File: src/rtl/spart_pkg.sv
// Shared definitions for the SPART transmitter: state encoding,
// default frame geometry and the serial line levels.
package spart_pkg;

  typedef enum logic [1:0] {
    IDLE  = 2'd0,
    START = 2'd1,
    DATA  = 2'd2,
    STOP  = 2'd3
  } tx_state_t;

  localparam int DEFAULT_OVERSAMPLE = 16;
  localparam int DEFAULT_DATA_BITS  = 8;

  localparam logic LINE_IDLE  = 1'b1;
  localparam logic LINE_START = 1'b0;
  localparam logic LINE_STOP  = 1'b1;

endpackage

File: src/rtl/spart_tx.sv
// SPART serial transmitter: one-deep holding buffer feeding an 8N1
// shift path, bit timing derived from the oversample enable strobe.
module spart_tx
  import spart_pkg::*;
#(
  parameter int OVERSAMPLE = DEFAULT_OVERSAMPLE,
  parameter int DATA_BITS  = DEFAULT_DATA_BITS
) (
  input  logic                 clk,
  input  logic                 rst,
  input  logic                 enable,
  input  logic [DATA_BITS-1:0] tx_data,
  input  logic                 tx_load,
  output logic                 tbr,
  output logic                 tx_busy,
  output logic                 txd
);

  localparam int TICK_W = (OVERSAMPLE > 1) ? $clog2(OVERSAMPLE) : 1;
  localparam int IDX_W  = (DATA_BITS > 1) ? $clog2(DATA_BITS) : 1;
  localparam logic [TICK_W-1:0] TICK_LAST = TICK_W'(OVERSAMPLE - 1);
  localparam logic [IDX_W-1:0]  IDX_LAST  = IDX_W'(DATA_BITS - 1);

  tx_state_t            state;
  logic [TICK_W-1:0]    tick_cnt;
  logic [IDX_W-1:0]     bit_idx;
  logic [DATA_BITS-1:0] shift;
  logic [DATA_BITS-1:0] shift_next;
  logic [DATA_BITS-1:0] hold_data;
  logic                 hold_full;
  logic                 bit_end;

  assign bit_end    = enable && (tick_cnt == TICK_LAST);
  assign shift_next = shift >> 1;
  assign tbr        = ~hold_full;
  assign tx_busy    = (state != IDLE);

  // Loads and transfers never collide: a load needs an empty buffer,
  // a transfer needs a full one.
  always_ff @(posedge clk or negedge rst) begin
    if (!rst) begin
      state     <= IDLE;
      tick_cnt  <= '0;
      bit_idx   <= '0;
      shift     <= '0;
      hold_data <= '0;
      hold_full <= 1'b0;
      txd       <= LINE_IDLE;
    end else begin
      if (tx_load && !hold_full) begin
        hold_data <= tx_data;
        hold_full <= 1'b1;
      end

      case (state)
        IDLE: begin
          if (hold_full) begin
            shift     <= hold_data;
            hold_full <= 1'b0;
            tick_cnt  <= '0;
            bit_idx   <= '0;
            txd       <= LINE_START;
            state     <= START;
          end
        end

        START: begin
          if (bit_end) begin
            tick_cnt <= '0;
            bit_idx  <= '0;
            txd      <= shift[0];
            state    <= DATA;
          end else if (enable) begin
            tick_cnt <= tick_cnt + 1'b1;
          end
        end

        DATA: begin
          if (bit_end) begin
            tick_cnt <= '0;
            if (bit_idx == IDX_LAST) begin
              txd   <= LINE_STOP;
              state <= STOP;
            end else begin
              shift   <= shift_next;
              txd     <= shift_next[0];
              bit_idx <= bit_idx + 1'b1;
            end
          end else if (enable) begin
            tick_cnt <= tick_cnt + 1'b1;
          end
        end

        STOP: begin
          if (bit_end) begin
            tick_cnt <= '0;
            bit_idx  <= '0;
            // A waiting byte starts immediately so back-to-back frames
            // have no idle gap on the line.
            if (hold_full) begin
              shift     <= hold_data;
              hold_full <= 1'b0;
              txd       <= LINE_START;
              state     <= START;
            end else begin
              txd   <= LINE_IDLE;
              state <= IDLE;
            end
          end else if (enable) begin
            tick_cnt <= tick_cnt + 1'b1;
          end
        end

        default: begin
          txd   <= LINE_IDLE;
          state <= IDLE;
        end
      endcase
    end
  end

endmodule
File: config.mk
export PLATFORM = sky130hd
export DESIGN_NAME = spart_tx
export DESIGN_NICKNAME = d
export VERILOG_FILES = /design/src/rtl/spart_pkg.sv /design/src/rtl/spart_tx.sv
export SDC_FILE = /design/constraint.sdc
export NUM_CORES = 1
export LEC_CHECK = 0
export ABC_AREA = 1
export BUFFER_PORTS_ARGS = -buffer_cell sky130_fd_sc_hd__buf_2
export CORE_MARGIN = 10
export CORE_UTILIZATION = 45
export CTS_CLUSTER_SIZE = 20
export DETAILED_ROUTE_END_ITERATION = 12
export PLACE_DENSITY = 0.72
export RECOVER_POWER = 50
export SYNTH_ARGS = -nofsm -noshare
export SYNTH_HDL_FRONTEND = slang
export SYNTH_SLANG_ARGS = --single-unit
export TNS_END_PERCENT = 10
File: constraint.sdc
create_clock -name clk -period 3 [get_ports clk]
set_input_delay 0.6 -clock clk [delete_from_list [all_inputs] [get_ports clk]]
set_output_delay 0.6 -clock clk [all_outputs]
set_load 0.02 [all_outputs]
# Yosys cells after proc, flatten, opt, wreduce, memory -nomap -nowiden
# Cells that the tools add are included.
[word_totals]
regBits = 27
inputBits = 12
output_inout_bits = 3
[op_classes]
add_sub_neg = 2
n_eq_ne = 13
n_mux = 32
bitwise_logic = 1
reduce_logical = 13
[op_table]
columns = ["cell", "n"]
rows = [
  ["$mux 8", 4],
  ["$pmux 8 s3", 1],
  ["$mux 3", 4],
  ["$mux 4", 3],
  ["$ne 2x2->1 const B", 6],
  ["$reduce_and 4->1", 3],
  ["$mux 1", 10],
  ["$mux 2", 5],
  ["$pmux 3 s3", 1],
  ["$pmux 2 s4", 1],
  ["$pmux 4 s2", 1],
  ["$reduce_and 5->1", 1],
  ["$add 4x1->4 const B", 1],
  ["$eq 2x2->1 const B", 2],
  ["$eq 4x4->1 const B", 1],
  ["$pmux 1 s4", 1],
  ["$add 3x1->3 const B", 1],
  ["$eq 3x3->1 const B", 1],
  ["$ne 3x1->1 const B", 1],
  ["$reduce_bool 3->1", 1],
  ["$reduce_or 3->1", 1],
  ["$eq 2x1->1 const B", 1],
  ["$logic_and 1x1->1", 2],
  ["$logic_not 2->1", 1],
  ["other kinds (7)", 7],
]

# Longest topological paths before layout
[depth]
word_depth = 6
ltp_mapped = 10
depth_no_buf = 9

# Least setup slack after synthesis
# No wires, ideal clock.
[synth_path]
kind = "flip-flop to flip-flop"
from = "register state[0]"
to = "register bit_idx[0]"
setup_ns = 0.117
arrival_ns = 1.397
required_time_ns = 2.883
setup_slack_ns = 1.486
path_stages_with_launch = 9
synth_period_minus_slack_ns = 1.514
path_cell_list = "dfrtp_1 > inv_1 > ha_1 > inv_1 > nor2_1 > inv_1 > nand3_1 > nand2_1 > nand2_1"
[synth_via]
elab_chain_cells = 4
elab_cells_between_ends = 11
classes_between = "7 x eq/ne; 1 x mux; 3 x reduce/logical"
[synth_rtl]
columns = ["item", "line_no", "rtl"]
rows = [
  ["from (decl)", "spart_tx.sv:24", "tx_state_t state;"],
  ["from (signal assigned)", "spart_tx.sv:42", "state <= IDLE;"],
  ["from (signal assigned)", "spart_tx.sv:63", "state <= START;"],
  ["from (signal assigned)", "spart_tx.sv:72", "state <= DATA;"],
  ["$eq 2x2->1 or $eq 2x1->1 (tied branches)", "spart_tx.sv:55", "case (state)"],
  ["$reduce_or 2->1 (no line)", "-", ""],
  ["$ne 2x1->1 (no line)", "-", ""],
  ["$reduce_and 4->1 (no line)", "-", ""],
  ["to (signal assigned)", "spart_tx.sv:87", "bit_idx <= bit_idx + 1'b1;"],
  ["to (decl)", "spart_tx.sv:26", "logic [IDX_W-1:0] bit_idx;"],
]
# Parallel ways exist; a longest one is shown, timed or not.
# A chain may end at the register's enable or synchronous reset.

# Worst setup path after layout
[layout_path]
from = "register state[0]"
to = "output tx_busy"
[layout_via]
elab_chain_cells = 1
[layout_rtl]
columns = ["item", "line_no", "rtl"]
rows = [
  ["$reduce_bool 2->1", "spart_tx.sv:36", "assign tx_busy = (state != IDLE);"],
  ["to (decl)", "spart_tx.sv:15", "output logic tx_busy,"],
]
# Every way passes these cells.

==> results.yml <==
cells_and_area:
  final_cell_area_sq_um: 1590
  fin_util_pct: 51.7
  stdcell_count: 234
  drive_gt1_share_pct: 15.8
  diodes: 0
  areaGrowthSynthToFinish_pct: 8.73
  nets: 211
synthesis:
  ys.flop_type: "dfrtp_1"
  synth_common_cells: "nand2_1 (52), dfrtp_1 (26), inv_1 (18), nand3_1 (17), nor2_1 (13)"
  async_flop_share_pct: 100
  ys_warn_count: 0
  netlist_top_cells_area: "dfrtp_1 (44%), nand2_1 (13%), ha_1 (6.8%)"
  yosysTopAreaCell: "dfrtp_1"
  synth.top_cell.area_share_pct: 44.5
  synth_enable_flop_cells: 0
  netlist_area_sq_um: 1460
  ys_ff_latch: 27
  syn_area_per_cell_sq_um: 8.36
  yosysMostFrequentCell: "nand2_1"
  synth_cell_types: 22
  synth_nets: 195
  synthCells: 175
  ys_seq_area_share_pct: 46.3
sta:
  tns_ns: 0
  rsz0062_at_grt: "no"
  setup_violations: 0
  slew_headroom_pct: 6.91
  slew_violations: 0
  tightestPinTransition_ns: 1.40
  clock_skew_ns: 0.000794
  period_share_pct: 69.5
  min_period_ns: 2.09
  hold_viol: 0
  fmax_mhz: 479
critical_path:
  critPathMostFrequentCell: "inv_1"
  critPathCaptureType: "output port"
  cp_slowest_cell: "dfrtp_1"
  worstSetupStartpointType: "flip-flop"
  crit_type: "reg2out"
  arrival_ns: 1.49
  crit_path_max_incr_delay_ns: 0.46
  ff2ff_setup_slack_ns: 1.05
  startpoint: "state[0]"
  cp_top_family: "buffers and inverters"
  cp_max_fo: 7
  worst_r2r_startpoint: "state[0]"
  crit_buf_inv: 3
  crit_required_ns: 2.40
  worstPathCellList: "inv_1, ha_1, inv_1, buf_2"
place:
  placed_cells: 230
  globalplace.congestion: 0.837
  port_buffers: 14
  dpl.hpwl_mm: 2.17
  dpl_cell_area_sq_um: 1570
clock_network:
  clock_latency_ns: 0.32
  clockBufferDepth: 2
  cts_setup_buffers: 0
  cts.sinks: 27
  clkTransAtPathRegs_ns: 0.13
  cts_resized: 0
  cts-hold-fix-buffers: 0
  clock-root-buffer: "clkbuf_4"
  tritoncts: "yes"
  cts-buffers-inserted: 3
  ctsHtreeMaxLevel: 1
hold_path:
  worst_hold_path_type: "reg2reg"
  min_from: "txd"
run_status:
  status: "finished, final reports clean"
global_route:
  grt_pass1_wl_mm: 5.20
  grt_use_total_pct: 10.4
  first_global_vias: 1210
  antenna_found_initial: 0
  grt_max_degree: 28
  globalRouteOverflowTotal: 0
power_and_ir_drop:
  power_density_nw_per_um2: 1050
  leakage_uw: 0.000837
  power_frac_clock_pct: 9.1
  swShare_pct: 46.3
  power.switching_uw: 775
  comb_power_share_pct: 52.3
  intPower_uw: 898
  seqPwrFrac_pct: 38.5
  peakVddDrop_mv: 0.430
routing:
  firstDrtPassIters: 4
  antenna_left: 0
  routed_via_density: 4.97
  wl_per_cell_microns: 12.1
  finalWirelength_mm: 2.84
  vias: 1163
  drc: 0
  drtIter0Drc: 66
floorplanning:
  initial_core_util_pct: 47.5
  fp.coreArea_sq_um: 3080
  pin_count: 15
  die_x_microns: 77.0
  num_rows: 20
  die_y_microns: 77.0
  dieArea_sq_um: 5930
job:
  cap_violations: 0
## stage by stage
step | hold slack (ns) | total power [uW] | setup WS (ns)
finish | 0.476 | 1670 | 0.914
global route | 0.487 | 1860 | 0.769
CTS | 0.268 | 1690 | 0.883
detailed placement | 0.461 | 1530 | 1.07
global placement | 0.446 | 1480 | 1.22
floorplan | 0.304 | 1330 | 1.49
## power by group through the flow
stage	logic [uW]	registers (uW)	clock network (uW)
global route	1010	668	180
CTS	885	644	164
detailed placement	882	652	0
global placement	837	641	0
finish	876	645	153
floorplan	707	625	0
## tightest hold or removal path, stage by stage (launching register included)
cell     delay, ns
dfstp_2       0.39
nand2_1       0.05
nand2_1       0.05
## logic make-up after synthesis
group / Yosys count / share of synthesized area (%)
buf+inv: 22 / 6.24
fa+ha+maj: 8 / 6.84
compound gates: 18 / 7.27
xor+xnor: 1 / 0.599
flops: 27 / 46.3
mux: 1 / 0.770
simple gates: 98 / 32.0
## layer usage
layer	part of all wire (%)	vias up	global-route usage (%)
met5	0	-	0
met1	47	535	12.7
li1	-	590	-
met2	46	29	16.9
met4	1.8	0	3.83
met3	4.6	9	3.03
## placed cells by master, fill, tap and decap left out, drive strengths merged
cell    Yosys  final
a21oi       8      8
buf         3     13
clkbuf      0      5
dfrtp      26     26
dfstp       1      1
ha          8      8
inv        19     19
mux2        1      1
nand2      58     58
nand3      17     17
nand4       6      6
nor2       17     17
o21ai       9      9
o22a        1      1
xor2        1      1
## sequential cells by signal, indices dropped and copies added, names as in the netlist
| name | count |
|---|---|
| hold_data | 8 |
| shift | 8 |
| tick_cnt | 4 |
| bit_idx | 3 |
| state | 2 |
| hold_full | 1 |
| txd | 1 |
## worst paths after layout
kind,cells after the start,to
max reg2reg,9,shift[5]
min,2,txd
max in group asynchronous,1,tick_cnt[2]
max,4,tx_busy
min reg2reg,2,txd
min in group asynchronous,1,tick_cnt[1]
## cell type report
type	count	area (sq um)
timing repair buffer	14	68.8
fill	302	1490
tap	44	55.1
multi-input combinational	126	692
inverter	19	71.3
clock buffer	4	26.3
sequential	27	677
(Power assumes the default switching activity.)
